--- config.mk ---
export PLATFORM = sky130hd
export DESIGN_NAME = bram_port_arbiter
export DESIGN_NICKNAME = d
export VERILOG_FILES = /design/src/rtl/bram_port_arbiter.sv
export SDC_FILE = /design/constraint.sdc
export NUM_CORES = 1
export LEC_CHECK = 0
export ABC_AREA = 1
export CAP_MARGIN = 20
export CELL_PAD_IN_SITES_DETAIL_PLACEMENT = 0
export CELL_PAD_IN_SITES_GLOBAL_PLACEMENT = 1
export CORE_AREA = 10 10 124 238
export CTS_BUF_LIST = sky130_fd_sc_hd__clkbuf_4
export CTS_CLUSTER_DIAMETER = 200
export DETAILED_ROUTE_END_ITERATION = 7
export DIE_AREA = 0 0 134 248
export GPL_TIMING_DRIVEN = 1
export PLACE_DENSITY_LB_ADDON = 0.1
export SYNTH_ARGS = -nofsm -noshare
export SYNTH_HDL_FRONTEND = slang
export SYNTH_SLANG_ARGS = --single-unit
--- constraint.sdc ---
create_clock -name i_clk -period 1.7 [get_ports i_clk]
set_input_delay 0.51 -clock i_clk [delete_from_list [all_inputs] [get_ports i_clk]]
set_output_delay 0.51 -clock i_clk [all_outputs]
set_load 0.005 [all_outputs]
--- src/rtl/bram_port_arbiter.sv ---
// bram_port_arbiter
//   Shares one port of a dual-port block RAM between two requesters.
//   Grants alternate round-robin. A requester may lock the port for a burst,
//   and an idle lock is dropped after LOCK_TIMEOUT cycles. The RAM port is
//   driven from registers, and read data goes back to the requester that
//   issued the read.
//
// Ports
//   i_clk, i_areset_n            clock, asynchronous active-low reset
//   i_req*/i_we*/i_lock*         per-requester request, write flag, burst lock
//   i_addr*/i_wdata*             per-requester address / write data
//   o_ack*                       combinational grant (transfer = req & ack)
//   o_rvalid*/o_rdata*           read return; o_rvalid* pulses two cycles after the grant
//   o_ram_en/we/addr/wdata       registered RAM port controls
//   i_ram_rdata                  RAM read data (one-cycle latency)
//   o_owner                      {locked, lock owner}
module bram_port_arbiter #(
  parameter int ADDR_WIDTH   = 8,
  parameter int DATA_WIDTH   = 64,
  parameter int LOCK_TIMEOUT = 16
) (
  input  logic                  i_clk,
  input  logic                  i_areset_n,
  input  logic                  i_req0,
  input  logic                  i_we0,
  input  logic                  i_lock0,
  input  logic [ADDR_WIDTH-1:0] i_addr0,
  input  logic [DATA_WIDTH-1:0] i_wdata0,
  input  logic                  i_req1,
  input  logic                  i_we1,
  input  logic                  i_lock1,
  input  logic [ADDR_WIDTH-1:0] i_addr1,
  input  logic [DATA_WIDTH-1:0] i_wdata1,
  output logic                  o_ack0,
  output logic                  o_ack1,
  output logic                  o_rvalid0,
  output logic                  o_rvalid1,
  output logic [DATA_WIDTH-1:0] o_rdata0,
  output logic [DATA_WIDTH-1:0] o_rdata1,
  output logic                  o_ram_en,
  output logic                  o_ram_we,
  output logic [ADDR_WIDTH-1:0] o_ram_addr,
  output logic [DATA_WIDTH-1:0] o_ram_wdata,
  input  logic [DATA_WIDTH-1:0] i_ram_rdata,
  output logic [1:0]            o_owner
);

  // The counter must hold values up to LOCK_TIMEOUT-1. It is kept at least 1 bit wide.
  localparam int TW = (LOCK_TIMEOUT > 1) ? $clog2(LOCK_TIMEOUT) : 1;
  localparam logic [TW-1:0] TIMEOUT_LAST = TW'(LOCK_TIMEOUT - 1);

  typedef enum logic [1:0] {
    IDLE    = 2'd0,
    LOCKED0 = 2'd1,
    LOCKED1 = 2'd2
  } state_t;

  state_t        state_reg, state_next;
  logic          prio_reg, prio_next;
  logic [TW-1:0] timeout_reg, timeout_next;

  logic [1:0] req, we, lock, ack, xfer;

  logic                  ram_en_reg, ram_we_reg;
  logic [ADDR_WIDTH-1:0] ram_addr_reg;
  logic [DATA_WIDTH-1:0] ram_wdata_reg;
  logic [1:0]            rd_pend_reg;   // read issued to RAM this cycle, per requester
  logic [1:0]            rvalid_reg;    // RAM data for that read is on i_ram_rdata now

  assign req  = {i_req1, i_req0};
  assign we   = {i_we1, i_we0};
  assign lock = {i_lock1, i_lock0};

  // Grant logic. Acks are held low while reset is asserted, so no request
  // can be accepted during reset.
  always_comb begin
    ack = 2'b00;
    case (state_reg)
      IDLE: begin
        ack[0] = req[0] & (~prio_reg | ~req[1]);
        ack[1] = req[1] & ( prio_reg | ~req[0]);
      end
      LOCKED0: ack[0] = req[0];
      LOCKED1: ack[1] = req[1];
      default: ack = 2'b00;
    endcase
    if (!i_areset_n) begin
      ack = 2'b00;
    end
  end

  genvar gi;
  generate
    for (gi = 0; gi < 2; gi++) begin : g_xfer
      assign xfer[gi] = req[gi] & ack[gi];
    end
  endgenerate

  // State, priority and lock-timeout update.
  always_comb begin
    state_next   = state_reg;
    prio_next    = prio_reg;
    timeout_next = timeout_reg;
    case (state_reg)
      IDLE: begin
        timeout_next = '0;
        if (xfer[0]) begin
          prio_next = 1'b1;
          if (lock[0]) state_next = LOCKED0;
        end else if (xfer[1]) begin
          prio_next = 1'b0;
          if (lock[1]) state_next = LOCKED1;
        end
      end
      LOCKED0: begin
        if (xfer[0]) begin
          timeout_next = '0;
          if (!lock[0]) begin
            state_next = IDLE;
            prio_next  = 1'b1;
          end
        end else if (timeout_reg == TIMEOUT_LAST) begin
          state_next   = IDLE;
          prio_next    = 1'b1;
          timeout_next = '0;
        end else begin
          timeout_next = timeout_reg + 1'b1;
        end
      end
      LOCKED1: begin
        if (xfer[1]) begin
          timeout_next = '0;
          if (!lock[1]) begin
            state_next = IDLE;
            prio_next  = 1'b0;
          end
        end else if (timeout_reg == TIMEOUT_LAST) begin
          state_next   = IDLE;
          prio_next    = 1'b0;
          timeout_next = '0;
        end else begin
          timeout_next = timeout_reg + 1'b1;
        end
      end
      default: begin
        state_next   = IDLE;
        timeout_next = '0;
      end
    endcase
  end

  always_ff @(posedge i_clk or negedge i_areset_n) begin
    if (!i_areset_n) begin
      state_reg   <= IDLE;
      prio_reg    <= 1'b0;
      timeout_reg <= '0;
    end else begin
      state_reg   <= state_next;
      prio_reg    <= prio_next;
      timeout_reg <= timeout_next;
    end
  end

  // RAM port pipeline. The address and write data are loaded only on a
  // transfer. The read-return tracking runs two cycles behind the grant to
  // match the one-cycle RAM latency.
  always_ff @(posedge i_clk or negedge i_areset_n) begin
    if (!i_areset_n) begin
      ram_en_reg    <= 1'b0;
      ram_we_reg    <= 1'b0;
      ram_addr_reg  <= '0;
      ram_wdata_reg <= '0;
      rd_pend_reg   <= 2'b00;
      rvalid_reg    <= 2'b00;
    end else begin
      ram_en_reg  <= |xfer;
      ram_we_reg  <= (xfer[0] & we[0]) | (xfer[1] & we[1]);
      rd_pend_reg <= xfer & ~we;
      rvalid_reg  <= rd_pend_reg;
      if (xfer[1]) begin
        ram_addr_reg  <= i_addr1;
        ram_wdata_reg <= i_wdata1;
      end else if (xfer[0]) begin
        ram_addr_reg  <= i_addr0;
        ram_wdata_reg <= i_wdata0;
      end
    end
  end

  assign o_ack0      = ack[0];
  assign o_ack1      = ack[1];
  assign o_ram_en    = ram_en_reg;
  assign o_ram_we    = ram_we_reg;
  assign o_ram_addr  = ram_addr_reg;
  assign o_ram_wdata = ram_wdata_reg;
  assign o_rvalid0   = rvalid_reg[0];
  assign o_rvalid1   = rvalid_reg[1];
  assign o_rdata0    = i_ram_rdata;
  assign o_rdata1    = i_ram_rdata;
  assign o_owner     = {state_reg != IDLE, state_reg == LOCKED1};

endmodule

== Word level (Yosys, flattened, before mapping) ==
Cells that the tools add are included.

* Memories: 0
* RAM bits: 0
* Word-level logic and storage cells: 71
* Latch bits: 0
* Output and inout bits: 208
* Register bits after elaboration: 85
* Bits in read-only memories: 0

* Order comparisons: 0
* Equal/unequal tests: 10
* $add $sub $neg: 1
* Shifts and indexed selects: 0
* Mux-type cells: 30
* Multiply operators: 0
* Reduce and logical (&&, ||, !) cells: 7
* Bitwise operators: 14
* Divide/modulo/power cells: 0

{| class="wikitable"
|+ Operators with widths
! kind !! count
|-
| $mux 64 || 2
|-
| $mux 2 || 10
|-
| $ne 3x3->1 const B || 6
|-
| $mux 8 || 2
|-
| $mux 4 || 3
|-
| $mux 1 || 8
|-
| $pmux 4 s2 || 1
|-
| $and 1x1->1 || 6
|-
| $pmux 2 s3 || 1
|-
| $reduce_and 6->1 || 1
|-
| $reduce_and 5->1 || 1
|-
| $add 4x1->4 const B || 1
|-
| $eq 4x4->1 const B || 1
|-
| $pmux 1 s2 || 2
|-
| $reduce_bool 2->1 || 2
|-
| $ne 3x1->1 const B || 1
|-
| $not 1->1 || 3
|-
| $or 1x1->1 || 3
|-
| $pmux 1 s3 || 1
|-
| $reduce_bool 3->1 || 1
|-
| $and 2x2->2 || 1
|-
| $eq 2x1->1 const B || 1
|-
| $eq 2x2->1 const B || 1
|-
| $logic_not 2->1 || 1
|-
| 2 further kinds || 2
|}

== Depth between registers and ports, before layout ==
Gate-level depths: netlist (run 1).

* Word-level depth: 9
* Gate-level depth with buffers: 12
* Gate-level depth less buffers: 12

== Worst setup path after synthesis (run 1) ==
OpenSTA, ideal clock, no wires.

* Path kind: register -> output
* Start: reg state_reg[0]
* End: out o_ack0
* Data arrival time: 1.220 ns
* Path slack: -0.030 ns
* Stages on the path, launching flop included: 8
* Data required time: 1.190 ns
* Cells stage by stage: dfrtp_1 > inv_1 > ha_1 > nand2_1 > inv_2 > nand3_2 > nand2_2 > buf_2

* Word-level cells in the longest chain between the ends: 3
* Elaborated cells between the ends (all ways): 4
* Those cells by class: eq/ne: 1; mux: 2; reduce/logical: 1

{| class="wikitable"
|+ Ends and longest elaborated chain
! element !! line !! text
|-
| start: declaration || 58 || <nowiki>state_t state_reg, state_next;</nowiki>
|-
| start signal: assignment || 158 || <nowiki>state_reg <= state_next;</nowiki>
|-
| $eq 2x1->1 or $logic_not 2->1 (tied branches) || 78 || <nowiki>case (state_reg)</nowiki>
|-
| $pmux 1 s2 * || 78 ||
|-
| $mux 2 * || 87 || <nowiki>if (!i_areset_n) begin</nowiki>
|-
| end: declaration || 34 || <nowiki>output logic o_ack0,</nowiki>
|}

Every way passes the cells marked *; elsewhere a longest branch is shown, timed or not.

== Worst setup path in the final report (run 1) ==
Ends and elaborated chain as after synthesis.

==> key figures, run 1 <==
Global routing
  – Gr usage total: 0.1356
  – First-pass GRT wire length: around 33 mm
  – Vias in the first global route: roughly 4900
  – Largest net degree at the start of global routing: a little under 60
  – Antenna violations before repair: 3
  – Remaining global-route overflow: 0

Worst hold path
  – Worst hold-check path type: in2async

Drt
  – Antenna Nets Post-Route: 0
  – Via/cell ratio: roughly 4
  – DR WL/cell: approximately 22 µm
  – TritonRoute pass-1 iters: 4
  – Total number of vias: roughly 4600
  – Final WL: ~25 mm
  – Drt first-iter violations: approximately 190
  – Post-route DRC: 0

Timing
  – RSZ-0062 raised after global routing: true
  – Final TNS setup: -12130 ps
  – Final setup margin: -415.4 ps
  – Fmax: 0.4727 GHz
  – Rel. slew slack: 0.4408
  – Tcrit/Tclk final: 1.244
  – Worst-Margin Slew: between 800 and 900 ps
  – Tmin final: 2115 ps
  – Skew final: about 18 ps
  – Slew Viols, Final: 0
  – Fin Hold WS: around 110 ps
  – # setup viols final: 79
  – Count of final hold-check violations: 0

Synth
  – Cell count after synthesis: roughly 620
  – Synth Flop Type: dfrtp_1
  – Register area share after synthesis: 0.4235
  – Post-synth cell types: 22
  – Synthesized net count: approximately 840
  – Ys async rst share: 1.000
  – Synth Warn #: 0
  – Post-synth EDFFs: 0
  – Synthesized area: between 0.005 and 0.006 mm²
  – Syn Area/Cell: 8.140 µm²
  – Synth Register Bits: 85

Placed design
  – Input/output buffers: between 200 and 250
  – Pre-CTS WS: -724.2 ps
  – Placed wire-length estimate: about 17 mm
  – Placed Area: approximately 0.0068 mm²
  – Placer's final routability congestion estimate: between 0.7 and 0.8

Power and ir drop
  – VDD IR-drop max: between 0.0004 and 0.0005 V
  – Sequential share of power: 0.295
  – Power per Cell Area: approximately 1600 mW/mm²
  – Gate power share: 0.568
  – Sw frac: 0.3975
  – Net Sw Power: 4.659 mW
  – Clock Power Share: 0.137
  – Leakage: around 3.4 nW
  – Internal power: 7.062 mW

Floorplan
  – Die area: roughly 0.033 mm²
  – FP Rows: 83
  – Core area: about 0.026 mm²
  – Initial Utilization: 0.1958
  – Die Ht: around 250 µm
  – Boundary pin count: between 400 and 500
  – Chip width: roughly 130 µm

Final layout
  – Most frequent cells in the layout: clkdlybuf4s50_1, nand2_1, dfrtp_1
  – Layout cell share with drive strength beyond 1: 0.2490
  – FILL cells: 2841
  – Syn-to-layout area delta: 48.01%
  – Commonest non-fill, non-tap cell in the layout: clkdlybuf4s50_1
  – Final Instance Area: about 0.0074 mm²
  – Core Util, Final: 0.2898
  – Nets: slightly below 1000
  – Max FFs per register: 64

CTS
  – Total clock sinks: between 80 and 90
  – Clock Latency Late Sink: around 530 ps
  – Clk buf depth: 2
  – Post-CTS Hold Buffers: 0
  – TritonCTS clock tree: built
  – Max H-tree Level: 3
  – Clk slew on worst S/H paths: approximately 160 ps
  – TritonCTS buffer count: 9
  – Clk root buf: clkbuf_4

Status
  – Failing checks: setup timing
  – Status: complete, but fails checks

Worst setup path
  – Critical path type: reg2out
  – Critical Path Sink Type: primary output
  – Critical path's top delay family: flip-flops
  – CP bufs+invs: 3
  – Critical path data arrival time: 1610 ps
  – Crit-path max FO: 3
  – Req. time, crit path: 1190 ps
  – Worst path slowest cell: dfrtp_1
  – Startpoint types: flip-flop
  – Cell Chain, Critical Path: inv_2, ha_4, nand2_2, inv_2, nand3_2, nand2_2, buf_6
  – Biggest cell delay along the critical path: around 430 ps

Job
  – Max-Cap Viols: 0
[power by group through the flow]
stage | clock network [mW] | registers, mW | logic (mW)
floorplan | 0 | 3.60 | 2.58
finish | 1.61 | 3.46 | 6.66
global route | 1.77 | 3.59 | 7.27
detailed placement | 0 | 3.55 | 6.03
CTS | 1.70 | 3.46 | 6.29
global placement | 0 | 3.52 | 5.97
[worst register-to-register path, delay by kind of cell, from the launching register on]
family / cells / cell delay (ps)
compound gates: 1 / 70
fa+ha+maj: 1 / 170
buf+inv: 7 / 890
flops: 1 / 400
simple gates: 4 / 310
[cell type report]
class                           instances  area, µm²  area share
Timing Repair Buffer                  297       2880      0.3875
Sequential cell                        85       2127      0.2861
Multi-Input combinational cell        353       1719      0.2313
Tap cell                              340      425.4     0.05723
Clock inverter                          6      111.4     0.01498
Inverter                               20      87.58     0.01178
Clock buffer                           10      75.07     0.01010
Antenna cell                            3      7.507    0.001010
[cells by family (layout without fill, tap and decap cells)]
family,count (synthesis),count (layout),synth area share
AND/OR/NAND/NOR,193,193,0.1527
adder cells (fa/ha/maj),6,6,0.01495
XOR/XNOR,1,1,0.001744
flip-flops,85,85,0.4235
other,0,3,0
AO/OA/AOI/OAI,153,153,0.1537
buffers and inverters,179,333,0.2534
[repair_timing]
| item | in CTS | in global routing |
|---|---|---|
| setup buffers | 21 | 1 |
| pin swaps | 7 | 7 |
| gates cloned | 7 | 8 |
| setup endpoints to repair | 160 | 84 |
| gates resized for setup | 370 | 14 |
[worst paths after layout]
check,start,endpoint,slack [ps],depth (start not counted)
setup / recovery,state_reg[0],o_ack0,-420,7
hold / removal,i_areset_n,o_ram_wdata[38],110,3
setup reg to reg,state_reg[0],o_ram_wdata[14],-200,13
hold reg to reg,rd_pend_reg[0],rvalid_reg[0],370,0
max in group asynchronous,i_areset_n,o_ram_wdata[10],850,3
min in group i_clk,rd_pend_reg[0],rvalid_reg[0],370,0
[cells in the mapped netlist, types with 2 or more instances]
| cell | n | area (µm²) |
|---|---|---|
| a21oi_1 | 75 | 375.4 |
| buf_2 | 15 | 75.07 |
| buf_4 | 133 | 998.5 |
| buf_6 | 11 | 123.9 |
| dfrtp_1 | 85 | 2127 |
| ha_1 | 6 | 75.07 |
| inv_1 | 16 | 60.06 |
| inv_2 | 4 | 15.01 |
| nand2_1 | 101 | 379.1 |
| nand3_1 | 6 | 30.03 |
| nand3_2 | 2 | 20.02 |
| nor2_1 | 78 | 292.8 |
| nor3_1 | 2 | 10.01 |
| o21ai_0 | 5 | 25.02 |
| o21ai_1 | 71 | 355.3 |
[stage by stage]
stage	cells	power, mW
floorplan	617	6.181
global placement	1058	9.492
detailed placement	1058	9.577
CTS	1102	11.45
global route	1114	12.63
finish	1114	11.72
[routing by layer]
layer	part of all wire	vias to the layer above	wire length, µm	GRT usage
met5	0	-	0	0
met4	0.035	0	864	0.07524
met3	0.050	76	1239	0.03240
met2	0.59	155	14610	0.2687
met1	0.32	2192	7879	0.1209
li1	-	2163	-	-
Note: power is estimated with default switching activity, not from simulation.
==> run 2: changes to the inputs <==
- CORE_AREA: 10 10 124 238 -> 2 2 167 169
- DIE_AREA: 0 0 134 248 -> 0 0 169 171
- REMOVE_ABC_BUFFERS: not set -> 1
- TNS_END_PERCENT: not set -> 100
==> run 2 against run 1 <==
  * The run still ends with setup timing left
  * Register-to-register slack lost 160 ps
  * Final cell count is 3.3% higher
  * Sequential share of layout area down 4.0 points
  * Clock-buffer cell count increased by 1
  * Global-route usage rose by 8.3 points
  * Worst hold slack gained 100 ps
  * Die area fell by 13%
  * Utilization grew 2.7 points
  * Sequential power rose by 3%
  * Non-clock buffer count rose by 33
  * Clock skew is 1.7 ps higher
  * Final area grew 16%
  * Largest cell class unchanged
  * Largest power group unchanged
==> key figures, run 2 (synthesis gave the netlist of run 1 again) <==
Global routing
  – Gr usage total: 0.2183
  – Vias in the first global route: ~5000
  – Antenna violations before repair: 2
  – First-pass GRT wire length: between 40 and 50 mm
  – Largest net degree at the start of global routing: between 50 and 60
  – Remaining global-route overflow: 0

Drt
  – Final WL: approximately 33 mm
  – Via/cell ratio: 4.426
  – TritonRoute pass-1 iters: 4
  – Antenna Nets Post-Route: 0
  – Drt first-iter violations: between 200 and 300
  – Post-route DRC: 0
  – Total number of vias: a little over 5000
  – DR WL/cell: 28.83 µm

Timing
  – Rel. slew slack: 0.5152
  – Tcrit/Tclk final: 1.219
  – Count of final hold-check violations: 0
  – Fin Hold WS: between 200 and 250 ps
  – Tmin final: approximately 2100 ps
  – RSZ-0062 raised after global routing: true
  – Skew final: around 20 ps
  – Final TNS setup: -21040 ps
  – Fmax: 0.4824 GHz
  – Final setup margin: -373.0 ps
  – Slew Viols, Final: 0
  – # setup viols final: 82
  – Worst-Margin Slew: 727.2 ps

Final layout
  – Layout cell share with drive strength beyond 1: 0.3060
  – Commonest non-fill, non-tap cell in the layout: clkdlybuf4s50_1
  – Syn-to-layout area delta: 72.15%
  – Fin cells: around 1200
  – Nets: 1021
  – Final Instance Area: about 0.0086 mm²
  – Max FFs per register: between 60 and 70
  – Most frequent cells in the layout: clkdlybuf4s50_1, dfrtp_1, nand2_1

Power and ir drop
  – Final Power: 13.48 mW
  – Leakage: about 3.8 nW
  – Power per Cell Area: approximately 1600 mW/mm²
  – VDD IR-drop max: 0.0005216 V

Floorplan
  – Chip width: ~170 µm
  – Die area: roughly 0.029 mm²
  – FP Rows: approximately 60
  – Core area: approximately 0.027 mm²
  – Boundary pin count: about 420
  – Die Ht: between 150 and 200 µm
  – Initial Utilization: 0.1838

CTS
  – Clock Latency Late Sink: ~460 ps
  – Clk slew on worst S/H paths: between 150 and 200 ps
  – Total clock sinks: 85
  – Max H-tree Level: 3
  – TritonCTS buffer count: 9
  – TritonCTS clock tree: built
  – Clk buf depth: 2
  – Clk root buf: clkbuf_4

Status
  – Status: complete, but fails checks
  – Failing checks: setup timing

Placed design
  – Placer's final routability congestion estimate: around 0.85
  – Placed Area: slightly below 0.007 mm²
  – Input/output buffers: ~230
  – Placed wire-length estimate: 22.81 mm
  – Dpl cells: 1069

Worst setup path
  – Crit-path max FO: 3
  – Critical path data arrival time: ~1600 ps
  – Critical Path Sink Type: primary output
  – Critical path type: reg2out
  – Req. time, crit path: roughly 1200 ps
  – R2r endpoint: o_ram_wdata[44]
  – R2R depth: 14
  – Startpoint types: flip-flop
  – Worst flop-to-flop path startpoint: state_reg[0]
  – FF-to-FF setup slack: -360 ps

Job
  – Max-Cap Viols: 0

Worst hold path
  – Worst hold-check path type: in2async
==> run 2: power by group <==
part | switching (mW) | internal (mW)
Sequential | 0.568 | 2.99
Clock | 0.843 | 0.636
Combinational | 3.79 | 4.65
Total | 5.20 | 8.27
==> run 2: repair_timing <==
action	in CTS	in global routing
hold buffers	1	0
pin swaps	8	13
gates cloned	18	8
resized for setup	220	164
endpoints found under the hold margin	4	0
setup buffers	25	22
endpoints found under the setup margin	160	126
==> run 2: area by class of cell <==
type | instances | area, µm²
antenna | 1 | 2.502
tap | 346 | 432.9
timing repair buffer | 330 | 3737
inverter | 20 | 93.84
sequential | 85 | 2127
fill | 2890 | 18680
clock buffer | 11 | 82.58
clock inverter | 5 | 85.08
multi-input combinational | 353 | 2085
==> run 2: how the worst max path moves through the flow <==
stage | slack [ps] | end | start
floorplan | -1030 | o_ram_addr[0] | state_reg[0]
global placement | -730 | o_ack0 | i_req0
detailed placement | -730 | o_ack0 | i_req0
CTS | -460 | o_ack1 | state_reg[1]
global route | -470 | o_ack1 | state_reg[0]
finish | -370 | o_ack0 | state_reg[1]
==> run 2: worst max-delay path, cell delays in order, from the launching register on <==
cell     delay, ps
dfrtp_1        420
inv_2          130
ha_4           170
nand2_4         60
inv_4           80
nand3_4         80
nand2_4         80
buf_6          110
==> run 2: through the flow <==
| step | utilization | setup WS, ps |
|---|---|---|
| floorplan | - | -1032 |
| global placement | 0.2522 | -730.7 |
| detailed placement | 0.2522 | -726.0 |
| CTS | 0.2953 | -461.7 |
| global route | 0.3164 | -472.9 |
| finish | 0.3164 | -373.0 |
==> run 2: metal layers <==
layer | share of wire | wire length, µm | vias to the layer above | GRT usage
met2 | 0.44 | 14620 | 416 | 0.3305
met3 | 0.19 | 6307 | 40 | 0.1922
met1 | 0.33 | 11010 | 2386 | 0.2188
met4 | 0.021 | 710 | 16 | 0.04422
met5 | 0.016 | 537 | - | 0.1270
li1 | - | - | 2236 | -
